**src/rtl/pipeline_trace_buffer.sv**
```systemverilog
// Retire-trace capture: circular buffer of WB events with PC/forced trigger,
// post-trigger fill, then oldest-first playback.
//
// Ports:
//   clk, rstn          clock (rising edge), async active-low reset
//   arm                pulse: clear buffer and start capture
//   trig_en, trig_pc   PC-match trigger enable and compare value
//   force_trig         pulse: trigger without a PC match
//   post_count         entries to store after the trigger entry
//   cap_valid/pc/waddr/data   WB retire event
//   rd_req             request next trace entry (DONE only)
//   rd_entry, rd_valid {pc, waddr, data} of the read entry, 1-cycle latency
//   state, count, triggered   status
module pipeline_trace_buffer #(
   parameter int DEPTH      = 16,
   parameter int PC_WIDTH   = 32,
   parameter int DATA_WIDTH = 32,
   parameter int CNT_W      = $clog2(DEPTH) + 1,
   parameter int ENTRY_W    = PC_WIDTH + 5 + DATA_WIDTH
) (
   input  logic                  clk,
   input  logic                  rstn,
   input  logic                  arm,
   input  logic                  trig_en,
   input  logic [PC_WIDTH-1:0]   trig_pc,
   input  logic                  force_trig,
   input  logic [CNT_W-1:0]      post_count,
   input  logic                  cap_valid,
   input  logic [PC_WIDTH-1:0]   cap_pc,
   input  logic [4:0]            cap_waddr,
   input  logic [DATA_WIDTH-1:0] cap_data,
   input  logic                  rd_req,
   output logic [ENTRY_W-1:0]    rd_entry,
   output logic                  rd_valid,
   output logic [1:0]            state,
   output logic [CNT_W-1:0]      count,
   output logic                  triggered
);

   localparam int AW = $clog2(DEPTH);
   localparam logic [CNT_W-1:0] DEPTH_C = CNT_W'(DEPTH);
   // Clamp keeps the trigger entry from being overwritten by post fill.
   localparam logic [CNT_W-1:0] MAX_POST = CNT_W'(DEPTH - 1);

   typedef enum logic [1:0] {
      ST_IDLE  = 2'd0,
      ST_ARMED = 2'd1,
      ST_POST  = 2'd2,
      ST_DONE  = 2'd3
   } state_t;

   state_t             state_q, state_d;
   logic [AW-1:0]      wr_ptr_q, wr_ptr_d;
   logic [AW-1:0]      rd_ptr_q, rd_ptr_d;
   logic [CNT_W-1:0]   count_q, count_d;
   logic [CNT_W-1:0]   post_rem_q, post_rem_d;
   logic [CNT_W-1:0]   rd_rem_q, rd_rem_d;
   logic [ENTRY_W-1:0] rd_entry_q, rd_entry_d;
   logic               rd_valid_q, rd_valid_d;
   logic               triggered_q, triggered_d;

   logic [ENTRY_W-1:0] mem [DEPTH];
   logic [ENTRY_W-1:0] cap_entry;
   logic               wr_en;
   logic               trig_hit;
   logic [CNT_W-1:0]   post_clamp;

   assign cap_entry  = {cap_pc, cap_waddr, cap_data};
   assign post_clamp = (post_count > MAX_POST) ? MAX_POST : post_count;

   always_comb begin
      state_d     = state_q;
      wr_ptr_d    = wr_ptr_q;
      rd_ptr_d    = rd_ptr_q;
      count_d     = count_q;
      post_rem_d  = post_rem_q;
      rd_rem_d    = rd_rem_q;
      rd_entry_d  = rd_entry_q;
      rd_valid_d  = 1'b0;
      triggered_d = triggered_q;
      wr_en       = 1'b0;
      trig_hit    = 1'b0;

      if (arm) begin
         state_d     = ST_ARMED;
         wr_ptr_d    = '0;
         count_d     = '0;
         triggered_d = 1'b0;
      end else begin
         unique case (state_q)
            ST_IDLE: begin
            end
            ST_ARMED: begin
               if (cap_valid) begin
                  wr_en    = 1'b1;
                  wr_ptr_d = wr_ptr_q + 1'b1;
                  if (count_q != DEPTH_C)
                     count_d = count_q + 1'b1;
               end
               trig_hit = (cap_valid & trig_en & (cap_pc == trig_pc))
                        | force_trig;
               if (trig_hit) begin
                  triggered_d = 1'b1;
                  post_rem_d  = post_clamp;
                  state_d     = (post_clamp == '0) ? ST_DONE : ST_POST;
               end
            end
            ST_POST: begin
               if (cap_valid) begin
                  wr_en      = 1'b1;
                  wr_ptr_d   = wr_ptr_q + 1'b1;
                  post_rem_d = post_rem_q - 1'b1;
                  if (count_q != DEPTH_C)
                     count_d = count_q + 1'b1;
                  if (post_rem_q == CNT_W'(1))
                     state_d = ST_DONE;
               end
            end
            ST_DONE: begin
               if (rd_req && rd_rem_q != '0) begin
                  rd_entry_d = mem[rd_ptr_q];
                  rd_valid_d = 1'b1;
                  rd_ptr_d   = rd_ptr_q + 1'b1;
                  rd_rem_d   = rd_rem_q - 1'b1;
               end
            end
         endcase

         // Playback starts at the oldest entry, seen after this cycle's store.
         if (state_d == ST_DONE && state_q != ST_DONE) begin
            rd_ptr_d = (count_d == DEPTH_C) ? wr_ptr_d : '0;
            rd_rem_d = count_d;
         end
      end
   end

   always_ff @(posedge clk or negedge rstn) begin
      if (!rstn) begin
         state_q     <= ST_IDLE;
         wr_ptr_q    <= '0;
         rd_ptr_q    <= '0;
         count_q     <= '0;
         post_rem_q  <= '0;
         rd_rem_q    <= '0;
         rd_entry_q  <= '0;
         rd_valid_q  <= 1'b0;
         triggered_q <= 1'b0;
      end else begin
         state_q     <= state_d;
         wr_ptr_q    <= wr_ptr_d;
         rd_ptr_q    <= rd_ptr_d;
         count_q     <= count_d;
         post_rem_q  <= post_rem_d;
         rd_rem_q    <= rd_rem_d;
         rd_entry_q  <= rd_entry_d;
         rd_valid_q  <= rd_valid_d;
         triggered_q <= triggered_d;
      end
   end

   // Trace storage carries no reset.
   always_ff @(posedge clk) begin
      if (wr_en)
         mem[wr_ptr_q] <= cap_entry;
   end

   assign rd_entry  = rd_entry_q;
   assign rd_valid  = rd_valid_q;
   assign state     = state_q;
   assign count     = count_q;
   assign triggered = triggered_q;

endmodule

```
**config.mk**
```make
export PLATFORM = sky130hd
export DESIGN_NAME = pipeline_trace_buffer
export DESIGN_NICKNAME = d
export VERILOG_FILES = /design/src/rtl/pipeline_trace_buffer.sv
export SDC_FILE = /design/constraint.sdc
export NUM_CORES = 1
export LEC_CHECK = 0
export ABC_AREA = 1
export BUFFER_PORTS_ARGS = -buffer_cell sky130_fd_sc_hd__buf_2
export CORE_UTILIZATION = 40
export CTS_BUF_LIST = sky130_fd_sc_hd__clkbuf_2
export CTS_CLUSTER_DIAMETER = 40
export DETAILED_ROUTE_END_ITERATION = 8
export RECOVER_POWER = 25
export SETUP_SLACK_MARGIN = 0.4
export SYNTH_ARGS = -nofsm -noshare
export SYNTH_HDL_FRONTEND = slang
export SYNTH_SLANG_ARGS = --single-unit
```
**constraint.sdc**
```tcl
create_clock -name clk -period 17.45 [get_ports clk]
set_input_delay 1.745 -clock clk [delete_from_list [all_inputs] [get_ports clk]]
set_output_delay 1.745 -clock clk [all_outputs]
set_load 0.005 [all_outputs]
```
# Yosys cells after proc, flatten, opt, wreduce, memory -nomap -nowiden
# Memories as Yosys holds them, arrays and structs flattened. A register that Yosys moved wholly into a read port is not among the register bits.
# Index checks and enable logic that the tools add are counted.
op_classes:
  n_eq_ne: 11
  n_reduce_logical: 15
  n_addsub: 5
  n_lt_le_gt_ge: 1
  mux: 37
  bitwise: 4
ops:
  columns: ["operator", "n"]
  rows:
  - ["5-bit two-way mux", 11]
  - ["32-bit equality test", 1]
  - ["4-bit two-way mux", 7]
  - ["1-bit two-way mux", 12]
  - ["2-bit two-way mux", 5]
  - ["5-bit one-hot mux with 2 select lines", 1]
  - ["2-bit nonzero test", 5]
  - ["5-bit by 1-bit subtractor with 5-bit output, second input constant", 2]
  - ["4-bit by 1-bit adder with 4-bit output, second input constant", 2]
  - ["2-bit equality test, second input constant", 3]
  - ["2-bit != test, second input constant", 3]
  - ["3-bit AND reduction", 2]
  - ["5-bit by 1-bit adder with 5-bit output, second input constant", 1]
  - ["5-bit by 1-bit equality test with 1-bit output, second input constant", 1]
  - ["5-bit equality test, second input constant", 1]
  - ["5-bit by 4-bit greater-than comparator with 1-bit output, second input constant", 1]
  - ["5-bit logical NOT", 1]
  - ["5-bit != test, second input constant", 1]
  - ["5-bit nonzero test", 1]
  - ["2-bit one-hot mux with 2 select lines", 1]
  - ["4-bit AND reduction", 1]
  - ["1-bit AND", 2]
  - ["2-bit by 1-bit equality test with 1-bit output, second input constant", 1]
  - ["1-bit logical AND", 2]
  - ["5 further kinds", 5]
totals:
  input_bits: 113
  ramBits: 1104
  mem_count: 1
  output_inout_bits: 78
  regBits: 27
mem_list:
  columns: ["memory", "words", "width", "rd", "rd_ports_with_merged_regs", "write_ports", "line_no", "text"]
  rows:
  - ["mem", 16, 69, 1, 1, 1, "62", "logic [ENTRY_W-1:0] mem [DEPTH];"]

# Logic depth before layout (Yosys ltp)
# Gate-level depths: netlist of run 1.
depth:
  word_depth: 11
  depth_mapped: 20

# Worst setup path before layout of run 1
# Ideal clock, no wire load.
synth_path:
  path_kind: "input to register"
  from: "in cap_valid"
  to: "mem mem[4][0] (netlist name) (enable)"
  path_buffers: 0
  slack_ns: 9.930
  stages: 6
  arrival_time_ns: 6.939
  path_cell_list: "inv_1 > nor2_4 > inv_2 > nor2_1 > inv_1 > nor3_1"
synth_via:
  elab_chain_len: 5
synth_lines:
  columns: ["element", "line_no", "text"]
  rows:
  - ["start: declaration", "28", "input logic cap_valid,"]
  - ["1-bit two-way mux", "94, 109", null]
  - ["1-bit two-way mux", null, null]
  - ["1-bit two-way mux", "84", "if (arm) begin"]
  - ["1-bit two-way mux", "163", "if (wr_en)"]
  - ["1-bit two-way mux (implied by the code)", "164", "mem[wr_ptr_q] <= cap_entry;"]
  - ["end: declaration", "62", null]
# Every way passes these cells.

==> results.txt, run 1 <==
* Number of buffers between clock root and the deepest sink: 4
- Final Non-Filler Cells: 5645
- Entering global routing, the biggest net connects 237 pins.
* Leakage component of the power: 18.0 nW
- The worst setup path is captured at a flip-flop.
- Summing over every cut layer, the via total after detailed routing is 30900.
* Clock edge transition at the registers on the reported setup and hold paths: 120 ps
- Total power consumption of the routed design: 7.33 mW
* Final Routed Wirelength: 124 mm
- Number of hold violations in the final report: 0
- Number of global-route vias before repair: 30200
* Final Instance Area: 52300 um2
* PwrDens: 140 nW/um2
* Detailed placement HPWL: 61.7 mm
- Vertical extent of the die: 346 um
- On the final layout, the worst clock skew is 130 ps.
- H-tree levels: 5
- Layout filler cell count: 10700
- Along the worst path, the maximum fanout reaches 149.
- Arrival time worst endpoint: 5530 ps
- The area growth from synthesis to layout is 10.6%.
- Data on the critical path is required at its endpoint by 18700 ps.
- The root buffer cell chosen for the clock tree is sky130_fd_sc_hd__clkbuf_2.
- Total routing usage reported by global routing: 20.4%
- STA classifies the critical path startpoint as a flip-flop.
- The first global-routing pass estimated 186 mm of wire.
- Core ar.: 117000 um2
- Timing-limited maximum frequency: 0.234 GHz
- In the final routed layout, each cell accounts on average for 22.0 um.
- Initial DRT Pass Iterations: 5
- Mean number of vias per cell: 5.47
- Final net count: 4033
* I/O pin count: 191
- Counting every net in the synthesized netlist gives 3731.
* Rel. slew slack: 20.6%
- The number of placed instances, taps included, is 5114.
- Buffers added to address setup during post-CTS repair amount to 0.
* Run status: completed
- Setup violations remaining at the end of the flow were counted as 0.
- A synthesized cell averages 13.1 um2.
- Worst setup timing slack at the placement stage: 12520 ps
- Initial DRC count: 2550
- Floorplan row count: 125
* Number of antenna violations at the first check in global routing: 8
- GPL Wtd Cong: 0.772
- The number of clock buffers added by TritonCTS is 313.
- Post-CTS Hold Fix Bufs: 0
* Number of synthesized register bits: 1200
- The worst setup path is of the reg2reg kind.
- The tightest hold path in the finished design has a slack of 353 ps.
* Overflow left after global routing: 0
- Hold Path Class: in2async
- In the routed design, unresolved DRC markers number 0.
- Slew at the pin closest to its max-slew limit: 1190 ps
- The final count of pins violating max slew is 0.
- Max Cap Viol: 0
- Worst-Skew Late Latency: 1420 ps
- Final Critical Period: 4280 ps
- The synthesized netlist contains 39 unique library cells.
- Port buffering added 190 buffers.
- Across the VDD grid, the largest voltage drop is 122 uV.
- Once the floorplan was initialized, standard cells occupied 40.5% of the core.
- Util after Layout: 44.8%
* Fraction of the yosys area taken by sequential cells: 75.2%
- Synthesis handed over a netlist of 3603 instances.
- The clock net in this run drives a total of 1200 sinks.
- Ratio of cells with drive above 1 in the final layout: 17.0%
* Floorplan die area: 120000 um2
- Least setup slack across all paths after layout: 13170 ps
- Final worst path period share: 24.5%
- The count of nets left with antenna violations once routing finished came out at 0.
- Gates resized during post-CTS repair numbered 0.
- TritonCTS built the clock tree.
- Setup repair after global routing left no endpoint under its margin.
- Cell Area, Synth: 47300 um2
- Sum of negative setup slack: 0 ps
- DIE WIDTH: 346 um
- The Yosys step of the flow raised 0 warnings.
- In this run the cell area measured after placement is 49600 um2.
-- worst paths after layout --
path	to	slack, ps	from	cells past startpoint
max in group asynchronous	rd_entry[41]$_DFFE_PN0P_	15810	rstn	2
hold / removal	rd_ptr_q[2]$_DFFE_PN0P_	350	rstn	1
min in group clk	rd_entry[10]$_DFFE_PN0P_	470	rd_entry[10]$_DFFE_PN0P_	2
setup reg to reg	rd_entry[43]$_DFFE_PN0P_	13170	rd_ptr_q[0]$_DFFE_PN0P_	9
hold reg to reg	rd_entry[10]$_DFFE_PN0P_	470	rd_entry[10]$_DFFE_PN0P_	2
setup / recovery	rd_entry[43]$_DFFE_PN0P_	13170	rd_ptr_q[0]$_DFFE_PN0P_	9
-- worst max-delay path, cell delays in order (launching register included) --
cell and delay (ps):
sky130_fd_sc_hd__dfrtp_4 740, sky130_fd_sc_hd__inv_8 670, sky130_fd_sc_hd__buf_4 840, sky130_fd_sc_hd__buf_4 810, sky130_fd_sc_hd__o21ai_0 180, sky130_fd_sc_hd__o22ai_1 180
sky130_fd_sc_hd__nor2_1 70, sky130_fd_sc_hd__nor2_1 110, sky130_fd_sc_hd__o21ai_1 120, sky130_fd_sc_hd__a31oi_1 180
-- cell usage after synthesis, drive strengths merged --
cell	number	area share, %
buf	63	0.67
a211o	1	0.021
edfxtp	1104	70
o211ai	1	0.016
a31oi	50	0.66
nand3	90	0.98
nand2	176	1.5
nor3	10	0.12
nand4	19	0.31
inv	78	0.62
or3	1	0.013
o21bai	1	0.016
a22o	1	0.019
o22ai	157	2.1
clkbuf	185	1.6
a21oi	7	0.082
xor2	14	0.26
or2	1	0.013
xnor2	11	0.20
o21ai	637	6.7
o221ai	138	2.6
dfrtp	96	5.1
ha	15	0.40
nor2	747	6.0
-- area by class of cell --
cell class	instances	area, um2	area share [%]
inverters	78	320	0.613
repair buffers	235	1280	2.45
multi-input cells	2077	10500	20.0
diodes	3	7.51	0.0144
clock buffers	445	2230	4.26
flip-flops and latches	1200	35600	68.0
clock inverters	83	498	0.952
well taps	1524	1910	3.65
-- where the power goes --
part | internal, mW | switching, mW | leakage, nW
clock | 0.770 | 1.11 | 2.10
sequential | 3.30 | 0.153 | 11.1
combinational | 0.609 | 1.39 | 4.78
-- layout by cell type (no fill, tap or decap), types with 7 or more instances in the layout --
cell / instances
sky130_fd_sc_hd__dfrtp_1: 92
sky130_fd_sc_hd__nand3_1: 88
sky130_fd_sc_hd__buf_2: 138
sky130_fd_sc_hd__inv_2: 7
sky130_fd_sc_hd__clkbuf_1: 51
sky130_fd_sc_hd__nand2_1: 168
sky130_fd_sc_hd__xor2_1: 14
sky130_fd_sc_hd__xnor2_1: 11
sky130_fd_sc_hd__o22ai_1: 157
sky130_fd_sc_hd__edfxtp_1: 1104
sky130_fd_sc_hd__a31oi_1: 50
sky130_fd_sc_hd__nor3_2: 9
sky130_fd_sc_hd__clkinv_2: 12
sky130_fd_sc_hd__o21ai_1: 48
sky130_fd_sc_hd__nor2_4: 9
sky130_fd_sc_hd__buf_4: 41
sky130_fd_sc_hd__inv_1: 72
sky130_fd_sc_hd__clkbuf_2: 445
sky130_fd_sc_hd__nor2_1: 735
sky130_fd_sc_hd__ha_1: 15
sky130_fd_sc_hd__o221ai_1: 138
sky130_fd_sc_hd__o21ai_0: 589
sky130_fd_sc_hd__clkinv_1: 56
sky130_fd_sc_hd__nand4_1: 17
-- layer usage --
metal | track usage (%) | routed length, um | up-vias
met3 | 4.46 | 8390 | 160
met2 | 32.7 | 59300 | 1116
met1 | 27.5 | 54200 | 15400
met5 | 0 | 55 | -
met4 | 6.88 | 2240 | 8
li1 | - | - | 14200
-- flip-flops by register name, summed over array words and instances, names as in the netlist, 2 cells and up --
register / flops
post_rem_q: 5
rd_entry: 69
rd_ptr_q: 4
wr_ptr_q: 4
count: 5
mem: 1104
state: 2
rd_rem_q: 5
-- cells by family after synthesis --
family	Yosys count	share of synthesized area, %
AO/OA/AOI/OAI	993	12.2
adder cells (fa/ha/maj)	15	0.397
AND/OR/NAND/NOR	1044	8.90
buffers and inverters	326	2.87
flip-flops	1200	75.2
XOR/XNOR	25	0.463
Power figures use the tool's default switching activity.
==> inputs of run 2 (changes only) <==
==> constraint.sdc (replaced) <==
create_clock -name clk -period 4.39 [get_ports clk]
set_input_delay 0.439 -clock clk [delete_from_list [all_inputs] [get_ports clk]]
set_output_delay 0.439 -clock clk [all_outputs]
set_load 0.005 [all_outputs]
==> run 2 against run 1 <==
  * Sequential power grew to 4.0 times the previous value
  * Worst hold slack worse by 110 ps
  * Power rose to 4.0 times the previous value
  * Critical path depth increased by 11
  * Cell count increased by 4.0%
  * Highest routed layer unchanged
  * Non-clock buffer count rose by 193
  * Register-to-register slack worse by 12000 ps
==> results.txt, run 2 (same netlist as run 1, synthesis figures left out) <==
- The total routing resource utilization after global routing came to 21.0% (+0.62 points).
- The switching share of power was 36.2% (about the same).
- The worst setup path is captured at a flip-flop.
- Most frequent cells in the layout: sky130_fd_sc_hd__edfxtp_1 (1104), sky130_fd_sc_hd__nor2_1 (735), sky130_fd_sc_hd__o21ai_0 (589), sky130_fd_sc_hd__clkbuf_2 (485), sky130_fd_sc_hd__dlygate4sd3_1 (180)
- Relative to the synthesized area, the layout overhead comes to 15.5%.
* Cell internal power dissipation: 18.9 mW (+300%)
* Library cell appearing most often on the critical path: sky130_fd_sc_hd__dlygate4sd3_1
* Clock tree from TritonCTS: built
- The slew at the pin with the worst max-slew slack was 1060 ps (-130 ps).
- Root buffer cell: sky130_fd_sc_hd__clkbuf_2
* Number of remaining DRC errors: 0 (unchanged)
- Arrival time worst endpoint: 5420 ps (-110 ps)
- The die extent in y came to 346 um (unchanged).
- The required time at the endpoint of the critical path was 5810 ps (-12890 ps).
- The worst hold path belongs to the class in2reg.
- Final Routed Wirelength: 127 mm (+2.6%)
* Cell count after placement: 5124 (+0.20%)
- Number of buffers between clock root and the deepest sink: 4 (unchanged)
* Floorplan row count: 125 (unchanged)
- Clock edge transition at the registers on the reported setup and hold paths: 100 ps (-20 ps)
- Pins over their slew limit: 0 (unchanged)
- The number of maximum-capacitance constraint violations is 0 (unchanged).
- The clock latency on the worst-skew pair came to 1530 ps (+110 ps).
* Antenna-violating nets left: 0 (unchanged)
- The largest incremental delay on the critical path came to 580 ps (-260 ps).
- Walking the worst path, the cells encountered are dlygate4sd3_1 > clkbuf_1 > xnor2_2 > nand2_1 > dlygate4sd3_1 > nor2_1 > dlygate4sd3_1 > nand2_1 > nor2_2 > nand2_4 > nand2_2 > dlygate4sd3_1 > nand2_2 > o21ai_0 > nand2_1 > a21oi_4 > o211ai_1 > dlygate4sd3_1 > o21ai_0 > dlygate4sd3_1.
- DIE WIDTH: 346 um (unchanged)
- Number of hold violations in the final report: 0 (unchanged)
* Combinational share of power: 28.4% (+1.1 points)
* Starting density of the core: 40.5% (unchanged)
* Util after Layout: 46.8% (+2.0 points)
* Global-route wire length before repair: 193 mm (+3.6%)
- Final Critical Period: 3990 ps
- Based on the critical path, the design can be clocked at up to 0.251 GHz.
* Kind of start point of the critical path: primary input
- The mean routed wirelength per cell came to 21.7 um (-1.3%).
- IR Drop Worst-Case VDD: 591 uV (+380%)
- GPL Wtd Cong: 0.765 (-0.85%)
- Leaving out fill and tap cells, the most frequent cell in the layout is sky130_fd_sc_hd__edfxtp_1.
* Detailed placement HPWL: 61.0 mm (-1.1%)
* I/O pin count: 191 (unchanged)
* Clock network fraction of total power: 25.3% (-0.3 points)
* Critical path's slowest cell: sky130_fd_sc_hd__dlygate4sd3_1
* Final worst path period share: 90.9%
- Area of placed instances: 50000 um2 (+0.76%)
- Setup clock skew after layout: 151 ps (+21.4 ps)
- The total non-filler cell area in the finished layout was 54600 um2 (+4.5%).
- Number of global-route vias before repair: 31900 (+5.4%)
- Mean number of vias per cell: 5.43 (-0.64%)
- Rel. slew slack: 29.3% (+8.6 points)
- Least setup slack across all paths after layout: 399 ps (-12770 ps)
* P_sw: 10.7 mW (+300%)
- Core ar.: 117000 um2 (unchanged)
* Number of failing setup endpoints in the final timing report: 0 (unchanged)
- Unrepaired setup endpoints after global routing: false
* Ratio of cells with drive above 1 in the final layout: 17.7% (+0.64 points)
- The power density over the cells is 542 nW/um2 (+290%).
- Largest net degree at the start of global routing: 209 (-12%)
* Sequential fraction of design power: 46.3% (-0.8 points)
- Final net count: 4235 (+5.0%)
- The via count of the routed design came to 31900 (+3.3%).
- The run finished with clean final reports.
* Register with the most flip-flops: mem
* Crit path kind: in2reg
* Final Non-Filler Cells: 5869 (+4.0%)
* Number of flip-flops in the largest register: 1104 (unchanged)
- Leakage component of the power: 19.1 nW (+6.0%)
- Number of clock sinks: 1200 (unchanged)
- The detailed-routing iteration count for the pre-antenna-repair pass is 7 (+2).
- The number of DRC violations after detailed-routing iteration 0 was 2906 (+14%).
* Worst setup timing slack at the placement stage: 1250 ps (-11270 ps)
- The number of levels the H-tree was split into came to 5 (unchanged).
* Total clock buffers created by CTS: 321 (+2.6%)
- The count of input and output buffers was 190 (unchanged).
- Overflow left after global routing: 0 (unchanged)
- Critical-path maximum fanout: 5 (-97%)
* Layout filler cell count: 10600 (-0.78%)
* Number of antenna violations at the first check in global routing: 7 (-1)
- Floorplan die area: 120000 um2 (unchanged)
## run 2: layout make-up
cell class	instances	area (um2)	area share [%]
clock inverters	68	358	0.655
repair buffers	428	3470	6.36
multi-input cells	2078	10600	19.3
inverters	78	320	0.586
clock buffers	484	2420	4.43
diodes	9	22.5	0.0412
flip-flops and latches	1200	35600	65.1
well taps	1524	1910	3.49
## run 2: stage by stage
| step | TNS (ps) | power, mW | hold slack (ps) |
|---|---|---|---|
| 6_report | 0 | 29.6 | 242 |
| 3_5_place_dp | 0 | 22.2 | 464 |
| 2_1_floorplan | -216120 | 19.3 | 143 |
| 3_3_place_gp | 0 | 22.1 | 462 |
| 4_1_cts | 0 | 29.8 | 72.6 |
| 5_1_grt | 0 | 31.4 | 179 |
## run 2: routing by layer
layer  GRT usage, %  routed length, um
met5              0                 27
met4           7.34               2580
met3           4.16               8270
met2           33.6              60600
met1           28.6              55900
## run 2: power groups by stage
stage	Sequential [mW]	Combinational, mW	Clock [mW]
floorplan	13.7	5.61	0
global placement	14.0	8.10	0
detailed placement	14.0	8.19	0
CTS	13.7	8.40	7.70
global route	13.8	9.32	8.30
finish	13.7	8.40	7.50
## run 2: what timing repair did
item | 4_1_cts | 5_1_grt
buffers inserted | 0 | 2
setup endpoints to repair | 0 | 4
endpoints found under the hold margin | 1556 | 0
hold buffers | 181 | 0
gates resized for setup | 0 | 4
## run 2: path summary, 6_finish.rpt
check | cells after the start | startpoint | slack (ps) | end
worst max-delay path | 20 | cap_pc[14] | 400 | post_rem_q[3]$_DFFE_PN0P_
worst min-delay path | 6 | cap_valid | 240 | count[3]$_DFF_PN0_
worst max register to register | 11 | state[0]$_DFF_PN0_ | 700 | post_rem_q[2]$_DFFE_PN0P_
worst min register to register | 2 | rd_entry[21]$_DFFE_PN0P_ | 490 | rd_entry[21]$_DFFE_PN0P_
max in group asynchronous | 5 | rstn | 3200 | rd_entry[40]$_DFFE_PN0P_
min in group asynchronous | 5 | rstn | 690 | rd_entry[0]$_DFFE_PN0P_
## run 2: critical path: cells and delay by family
| kind | cells | cell delay, ps |
|---|---|---|
| AOI/OAI and AO/OA | 4 | 490 |
| buffers and inverters | 7 | 3560 |
| xor gates and xnor gates | 1 | 140 |
| and+or+nand+nor | 8 | 780 |
